<file path="src/rtl/fetch_pkg.sv">
// Shared definitions for the instruction-fetch stage.
//   NOP_INSTR        : canonical RV32I NOP (addi x0, x0, 0), used for bubbles
//   DEFAULT_RESET_PC : default fetch address after reset
//   ifid_t           : IF/ID pipeline payload
//   ifid_bubble()    : IF/ID contents representing an empty slot
package fetch_pkg;

    localparam logic [31:0] NOP_INSTR        = 32'h0000_0013;
    localparam logic [31:0] DEFAULT_RESET_PC = 32'h0000_0000;

    typedef struct packed {
        logic [31:0] pc;
        logic [31:0] instr;
        logic        valid;
        logic        predicted;
        logic [31:0] pred_target;
    } ifid_t;

    function automatic ifid_t ifid_bubble();
        ifid_t b;
        b.pc          = '0;
        b.instr       = NOP_INSTR;
        b.valid       = 1'b0;
        b.predicted   = 1'b0;
        b.pred_target = '0;
        return b;
    endfunction

endpackage

</file>
<file path="src/rtl/fetch_pc_unit_sat_counter.sv">
// Saturating up-counter used for fetch performance statistics.
//   clk   : clock
//   rst   : asynchronous active-high reset, clears the count
//   inc   : count one event this cycle
//   count : current value; sticks at all-ones instead of wrapping
module sat_counter #(
    parameter int WIDTH = 32
) (
    input  logic             clk,
    input  logic             rst,
    input  logic             inc,
    output logic [WIDTH-1:0] count
);

    always_ff @(posedge clk or posedge rst) begin
        if (rst) begin
            count <= '0;
        end else if (inc && (count != '1)) begin
            count <= count + WIDTH'(1);
        end
    end

endmodule

</file>
<file path="src/rtl/fetch_pc_unit.sv">
// Instruction-fetch stage: PC register, next-PC selection (sequential, BTB
// prediction, or ID-stage redirect), IF/ID pipeline register, misprediction
// detection, BTB update direction and hit/miss statistics.
//   clk, rst                  : clock, asynchronous active-high reset
//   stall                     : hazard hold, freezes PC and IF/ID
//   imem_rdata                : instruction at pc (combinational memory)
//   btb_predicted/_address    : BTB prediction for pc
//   id_is_branch/taken/target : branch resolution for the instruction in ID
//   pc                        : current fetch PC
//   ifid_*                    : IF/ID payload (pc, instr, valid, prediction)
//   mispredict                : combinational flush/redirect request
//   btb_update_taken          : resolved-taken indication towards the BTB
//   hit_count, miss_count     : saturating prediction statistics
module fetch_pc_unit
    import fetch_pkg::*;
#(
    parameter logic [31:0] RESET_PC  = DEFAULT_RESET_PC,
    parameter int          CNT_WIDTH = 32
) (
    input  logic                 clk,
    input  logic                 rst,
    input  logic                 stall,
    input  logic [31:0]          imem_rdata,
    input  logic                 btb_predicted,
    input  logic [31:0]          btb_predicted_address,
    input  logic                 id_is_branch,
    input  logic                 id_taken,
    input  logic [31:0]          id_target,
    output logic [31:0]          pc,
    output logic [31:0]          ifid_pc,
    output logic [31:0]          ifid_instr,
    output logic                 ifid_valid,
    output logic                 ifid_predicted,
    output logic [31:0]          ifid_pred_target,
    output logic                 mispredict,
    output logic                 btb_update_taken,
    output logic [CNT_WIDTH-1:0] hit_count,
    output logic [CNT_WIDTH-1:0] miss_count
);

    ifid_t       ifid_q;
    ifid_t       fetched;
    logic [31:0] next_pc;
    logic        resolve;
    logic        actual;
    logic [31:0] correct_pc;

    // IF stage: prediction-driven next PC and the payload captured into IF/ID
    assign next_pc = btb_predicted ? {btb_predicted_address[31:2], 2'b00}
                                   : pc + 32'd4;

    always_comb begin
        fetched.pc          = pc;
        fetched.instr       = imem_rdata;
        fetched.valid       = 1'b1;
        fetched.predicted   = btb_predicted;
        fetched.pred_target = btb_predicted_address;
    end

    // ID stage: resolution is gated by stall so a held branch is retried later.
    // A prediction on a non-branch is wrong too and falls back to ifid_pc + 4.
    assign resolve    = ifid_q.valid & ~stall;
    assign actual     = id_is_branch & id_taken;
    assign correct_pc = actual ? id_target : ifid_q.pc + 32'd4;
    assign mispredict = resolve &
                        ((actual != ifid_q.predicted) |
                         (actual & ifid_q.predicted & (id_target != ifid_q.pred_target)));
    assign btb_update_taken = resolve & actual;

    // IF/ID boundary: redirect squashes the wrong-path fetch with a bubble
    always_ff @(posedge clk or posedge rst) begin
        if (rst) begin
            pc     <= RESET_PC;
            ifid_q <= ifid_bubble();
        end else if (mispredict) begin
            pc     <= {correct_pc[31:2], 2'b00};
            ifid_q <= ifid_bubble();
        end else if (!stall) begin
            pc     <= next_pc;
            ifid_q <= fetched;
        end
    end

    assign ifid_pc          = ifid_q.pc;
    assign ifid_instr       = ifid_q.instr;
    assign ifid_valid       = ifid_q.valid;
    assign ifid_predicted   = ifid_q.predicted;
    assign ifid_pred_target = ifid_q.pred_target;

    sat_counter #(.WIDTH(CNT_WIDTH)) u_hit_cnt (
        .clk   (clk),
        .rst   (rst),
        .inc   (resolve & id_is_branch & ~mispredict),
        .count (hit_count)
    );

    sat_counter #(.WIDTH(CNT_WIDTH)) u_miss_cnt (
        .clk   (clk),
        .rst   (rst),
        .inc   (mispredict),
        .count (miss_count)
    );

endmodule

</file>
<file path="config.mk">
export PLATFORM = sky130hd
export DESIGN_NAME = fetch_pc_unit
export DESIGN_NICKNAME = d
export VERILOG_FILES = /design/src/rtl/fetch_pkg.sv /design/src/rtl/fetch_pc_unit_sat_counter.sv /design/src/rtl/fetch_pc_unit.sv
export SDC_FILE = /design/constraint.sdc
export NUM_CORES = 1
export LEC_CHECK = 0
export CORE_ASPECT_RATIO = 0.7
export CORE_MARGIN = 2
export CORE_UTILIZATION = 38
export CTS_CLUSTER_SIZE = 25
export DETAILED_ROUTE_END_ITERATION = 8
export PLACE_DENSITY_LB_ADDON = 0.05
export SLEW_MARGIN = 0
export SYNTH_ARGS = -nofsm -noshare
export SYNTH_HDL_FRONTEND = slang
export SYNTH_HIERARCHICAL = 1
export SYNTH_SLANG_ARGS = --single-unit
</file>
<file path="constraint.sdc">
create_clock -name clk -period 4.1 [get_ports clk]
set_input_delay 0.82 -clock clk [delete_from_list [all_inputs] [get_ports clk]]
set_output_delay 0.82 -clock clk [all_outputs]
set_load 0.05 [all_outputs]
</file>
== Word level (Yosys, flattened, before mapping) ==
Cells that the tools add are included.
Storage, ports and cells
  bits in registers: 194
  latch bits: 0
  memory bits (writable): 0
  bits in read-only memories: 0
  input bits: 102
  word-level logic and storage cells: 36
  memories: 0
Operators by class
  add/subtract/negate cells: 4
  $mul: 0
  div/mod/pow operators: 0
  $lt $le $gt $ge: 0
  eq/ne operators: 5
  shift-type cells: 0
  multiplexer cells: 6
  bitwise logic cells: 11
  reductions and logical operators: 2
Operators by type and width (number)
  $mux W98: 2
  $mux W32: 4
  $add A32 B1 Y32 const B: 2
  $add A32 B3 Y32 const B: 2
  $ne A32 B32 Y1 const B: 2
  $ne A32 B32 Y1: 1
  $and A1 B1 Y1: 8
  $logic_and A1 B1 Y1: 2
  $ne A2 B1 Y1 const B: 1
  $not A1 Y1: 2
  $ne A1 B1 Y1: 1
  $or A1 B1 Y1: 1

== Logic depth before layout (Yosys ltp) ==
  depth in word-level cells: 8
  gate-level depth with buffers: 15
  mapped depth without buffers: 12

== Hierarchy ==
The synthesis kept the hierarchy.
By module, submodules not included
  fetch_pc_unit: times used 1, cells each 864, area each 7186.9 um2, sequential area each 3181.8 um2
  sat_counter: times used 2, cells each 139, area each 1561.5 um2, sequential area each 800.8 um2

== Worst setup path after synthesis ==
Ideal clock, no wire load.
  path kind: input port to flip-flop
  start: input port id_is_branch
  end: register u_miss_cnt.count[21]
  setup time: 0.142 ns
  arrival time: 4.091 ns
  required time: 3.958 ns
  path slack: -0.132 ns
  cell stages on the path: 15
  path buffers: 3
  cell sequence: nand2_1 > clkbuf_1 > inv_1 > clkbuf_1 > ha_1 > and2_1 > a31o_2 > nand2_1 > inv_1 > clkbuf_2 > nand3_1 > or4_4 > a311oi_4 > nand4_1 > xnor2_1
Between the ends
  word-level cells in the longest chain between the ends: 6
  elaborated cells on any way between the ends: 7
Ends and longest elaborated chain
  start, declared: line fetch_pc_unit.sv:26  | input logic id_is_branch,
  $and A1 B1 Y1 *: line fetch_pc_unit.sv:63  | assign actual = id_is_branch & id_taken;
  $and A1 B1 Y1 (2 in a row): line fetch_pc_unit.sv:67  | (actual & ifid_q.predicted & (id_target != ifid_q.pred_target)));
  $or A1 B1 Y1 *: line fetch_pc_unit.sv:66  | ((actual != ifid_q.predicted) |
  $and A1 B1 Y1 *: line fetch_pc_unit.sv:65  | assign mispredict = resolve &
  named net mispredict: line fetch_pc_unit.sv:35  | output logic mispredict,
  $logic_and A1 B1 Y1 *: line fetch_pc_unit_sat_counter.sv:18  | end else if (inc && (count != '1)) begin
  end signal, assigned: line fetch_pc_unit_sat_counter.sv:19  | count <= count + WIDTH'(1);
  end, declared: line fetch_pc_unit_sat_counter.sv:12  | output logic [WIDTH-1:0] count
Mark *: on every way through the listed nets, which the timed path passes. The rest lies on a longest branch.
A chain may end at the register's enable or synchronous reset.

== Worst setup path in the final report ==
  start: input port id_target[9]
  end: output port mispredict
Between the ends
  word-level cells in the longest chain between the ends: 4
Ends and longest elaborated chain
  start, declared: line fetch_pc_unit.sv:28  | input logic [31:0] id_target,
  $ne A32 B32 Y1: line fetch_pc_unit.sv:67
  $and A1 B1 Y1: line fetch_pc_unit.sv:67
  $or A1 B1 Y1: line fetch_pc_unit.sv:66
  $and A1 B1 Y1: line fetch_pc_unit.sv:65
  end, declared: line fetch_pc_unit.sv:35
Every way passes these cells.

==> metrics.csv <==
stage,metric,value,unit
status,status,finished clean,
timing,hold_viol,0,
power_and_ir_drop,p_per_area,544.2,nW/µm²
timing,fin_hold_ws,0.4829,ns
global_route,grt_max_degree,188,
run,maxCapViolCount,0,
global_route,antenna_found_initial,1,
yosys,yosysTopAreaCell,dfrtp_1,
final_layout,final_nets,1527,
global_route,grt_pass1_wl,54070,µm
worst_setup_path,start_kind,input pin,
yosys,synthSimpleGateAreaFrac,23.11,%
placement,routabilityCongestion,0.8599,
die,io_pins,298,
global_route,grt.total_usage,24.63,%
final_layout,multi_input_area,5190,µm²
timing,rsz0062_at_grt,no,
detailed_routing,vias_per_cell,5.207,
clocking,cts.sinks,191,
worst_setup_path,worst-path-max-fanout,3,
timing,period_share,96.19,%
clocking,clk_path_buf_depth,2,
worst_setup_path,worstPathArrival,3.12,ns
timing,slew_headroom,26.43,%
placement,post-dp-hpwl,25150,µm
yosys,syn_area,10310,µm²
yosys,synth_top_family_by_area,simple AND/OR/NAND/NOR gates,
yosys,yosysSeqAreaShare,46.40,%
timing,tns,0,ns
final_layout,drive_above_1_share,7.188,%
global_route,overflow,0,
clocking,cts_htree_levels,4,
timing,max_slew.worst_pin.slew,1.104,ns
die,start_util,38.59,%
detailed_routing,wl,34990,µm
worst_setup_path,crit_required,3.28,ns
clocking,worstSkewPairLatency,0.45,ns
worst_setup_path,critPathKind,input pin to output port,
yosys,synth_common_cells,"nand2_1, dfrtp_1, xnor2_1, o21ai_0, nor2_1",
die,rows,50,
power_and_ir_drop,leakagePower,5.861,nW
timing,fmaxAchievable,253.6,MHz
clocking,clkTransAtPathRegs,0.07,ns
yosys,synth_most_common_cell,nand2_1,
yosys,synth_edf_count,0,
clocking,cts_inserted_buffers,17,
detailed_routing,first_pass_iters,7,
detailed_routing,ant_nets,0,
clocking,cts_tree,done,
yosys,yosysWarnings,6,
yosys,synth_cell_types,57,
final_layout,fill_cells,2473,
clocking,cts_root_buffer,clkbuf_16,
die,dieWidth,200.9,µm
yosys,synthFlopType,dfrtp_1,
power_and_ir_drop,irDropWorstVdd,329.3,µV
timing,layout_min_cycle_time,3.944,ns
die,die_area,28490,µm²
placement,place_area,13750,µm²
yosys,synthCells,1142,
final_layout,syn2layout_area_growth,39.93,%
detailed_routing,post-route-drc-count,0,
die,die_h,141.8,µm
global_route,first_global_vias,8831,
yosys,synthAdderAreaFrac,0.6068,%
worst_setup_path,critPathCaptureType,output port,
detailed_routing,route.vias.total,9362,
timing,finClkSkew,0.01317,ns
min_path,worstHoldPathType,register to register,
placement,io_buffer_count,295,
final_layout,final-seq-area,4783,µm²
final_layout,final_util,54.00,%
timing,setup_violations,0,
yosys,avgSynthCellArea,9.028,µm²
detailed_routing,avgRoutedWirePerCell,19.46,µm
yosys,synthMuxAreaShare,1.104,%
yosys,synth-xor-area-share,12.23,%
yosys,synth_compound_area_share,12.97,%
final_layout,fin_area,14430,µm²
clocking,hold_buffers,0,
yosys,synth-seq-cells,191,
detailed_routing,drt_iter0_drc,554,
timing,maxSlewViolCount,0,
yosys,async_reset_ff_share,100.0,%
yosys,synthTopCellsByArea,"dfrtp_1, xnor2_1, nand2_1",
yosys,synth_top_area_share,45.63,%
die,core,26710,µm²
## path summary, 6_finish.rpt
check / start / end / cells after the start / slack [ns]
worst max-delay path: id_target[9] / mispredict / 11 / 0.16
worst min-delay path: ifid_instr[17]$_DFFE_PP0P_ / ifid_instr[17]$_DFFE_PP0P_ / 2 / 0.48
worst max register to register: ifid_pred_target[9]$_DFFE_PP0P_ / u_miss_cnt/count[23]$_DFFE_PP0P_ / 15 / 0.81
worst min register to register: ifid_instr[17]$_DFFE_PP0P_ / ifid_instr[17]$_DFFE_PP0P_ / 2 / 0.48
max in group asynchronous: rst / ifid_pred_target[28]$_DFFE_PP0P_ / 3 / 2.34
min in group asynchronous: rst / ifid_pred_target[23]$_DFFE_PP0P_ / 2 / 0.91
## state kept, by name, indices dropped and copies added, names as in the netlist
signal / flops
ifid_pc: 31
ifid_instr: 32
pc: 30
u_hit_cnt/count: 32
u_miss_cnt/count: 32
ifid_pred_target: 32
ifid_valid: 1
ifid_predicted: 1
## worst max-delay path, stage by stage
cell	delay [ns]
clkdlybuf4s50_1	0.52
xnor2_1	0.13
buf_4	0.14
nand4_1	0.18
nor4_2	0.32
nand2_1	0.11
buf_4	0.16
a31o_2	0.24
nand2_1	0.14
clkinvlp_4	0.17
buf_12	0.18
## logic make-up (layout without fill, tap and decap cells)
kind of cell,count (synthesis),in the layout
AOI/OAI and AO/OA,200,200
other,1,3
DFF,191,191
xor gates and xnor gates,144,144
muxes,11,11
and+or+nand+nor,503,503
adders and majority gates,5,5
buffers and inverters,87,377
## report_power, final
group / internal [mW] / total (mW) / switching [mW] / leakage (nW)
Combinational: 1.14 / 3.26 / 2.12 / 3.05
Sequential: 2.22 / 2.73 / 0.502 / 2.49
Clock: 1.08 / 1.86 / 0.782 / 0.318
## metrics by stage
stage | worst slack, ns | power (mW) | cells
6_report | 0.1560 | 7.850 | 1798
2_1_floorplan | 0.05355 | 4.710 | 1143
5_1_grt | 0.01381 | 8.215 | 1798
3_5_place_dp | 0.02831 | 6.016 | 1764
4_1_cts | 0.1110 | 7.900 | 1796
3_3_place_gp | 0.01051 | 5.997 | 1764
## placed cells by master, fill, tap and decap left out, types with 4 or more instances in the layout
cell type	n
clkdlybuf4s50_1	291
bufinv_16	4
buf_4	27
inv_1	16
nor3_1	9
or3_1	4
nand2_1	244
and2_1	4
a221o_1	17
clkbuf_16	17
and3_1	27
nor4_1	9
dfrtp_1	188
xnor2_1	107
and4_1	6
o211ai_1	6
nand4_1	44
a41oi_1	4
nand3_1	67
a2111oi_0	11
clkinv_4	4
xor2_1	36
a31oi_1	8
o31ai_1	5
nor2_1	68
buf_12	7
a21oi_1	20
ha_1	5
o21ai_0	105
mux2i_1	8
## area by class of cell
class	count	area share, %
Timing Repair Buffer	327	22.68
Multi-Input combinational cell	865	35.98
Sequential cell	191	33.16
Inverter	18	0.5204
Antenna cell	1	0.01735
Tap cell	364	3.157
Clock inverter	11	1.232
Clock buffer	21	3.261
## routing by layer
layer / routed length, µm / up-vias / track usage (%) / share of wire, %
met5: 0 / - / 0 / 0
met4: 598 / 0 / 6.862 / 1.7
met3: 2899 / 36 / 7.648 / 8.3
met2: 14460 / 327 / 34.24 / 41
met1: 17040 / 4461 / 36.50 / 49
li1: - / 4538 / - / -
## timing repair
| item | CTS | global route |
|---|---|---|
| gates resized for setup | 0 | 2 |
| setup endpoints to repair | 0 | 1 |
| setup buffers | 0 | 1 |
(Power assumes the default switching activity.)
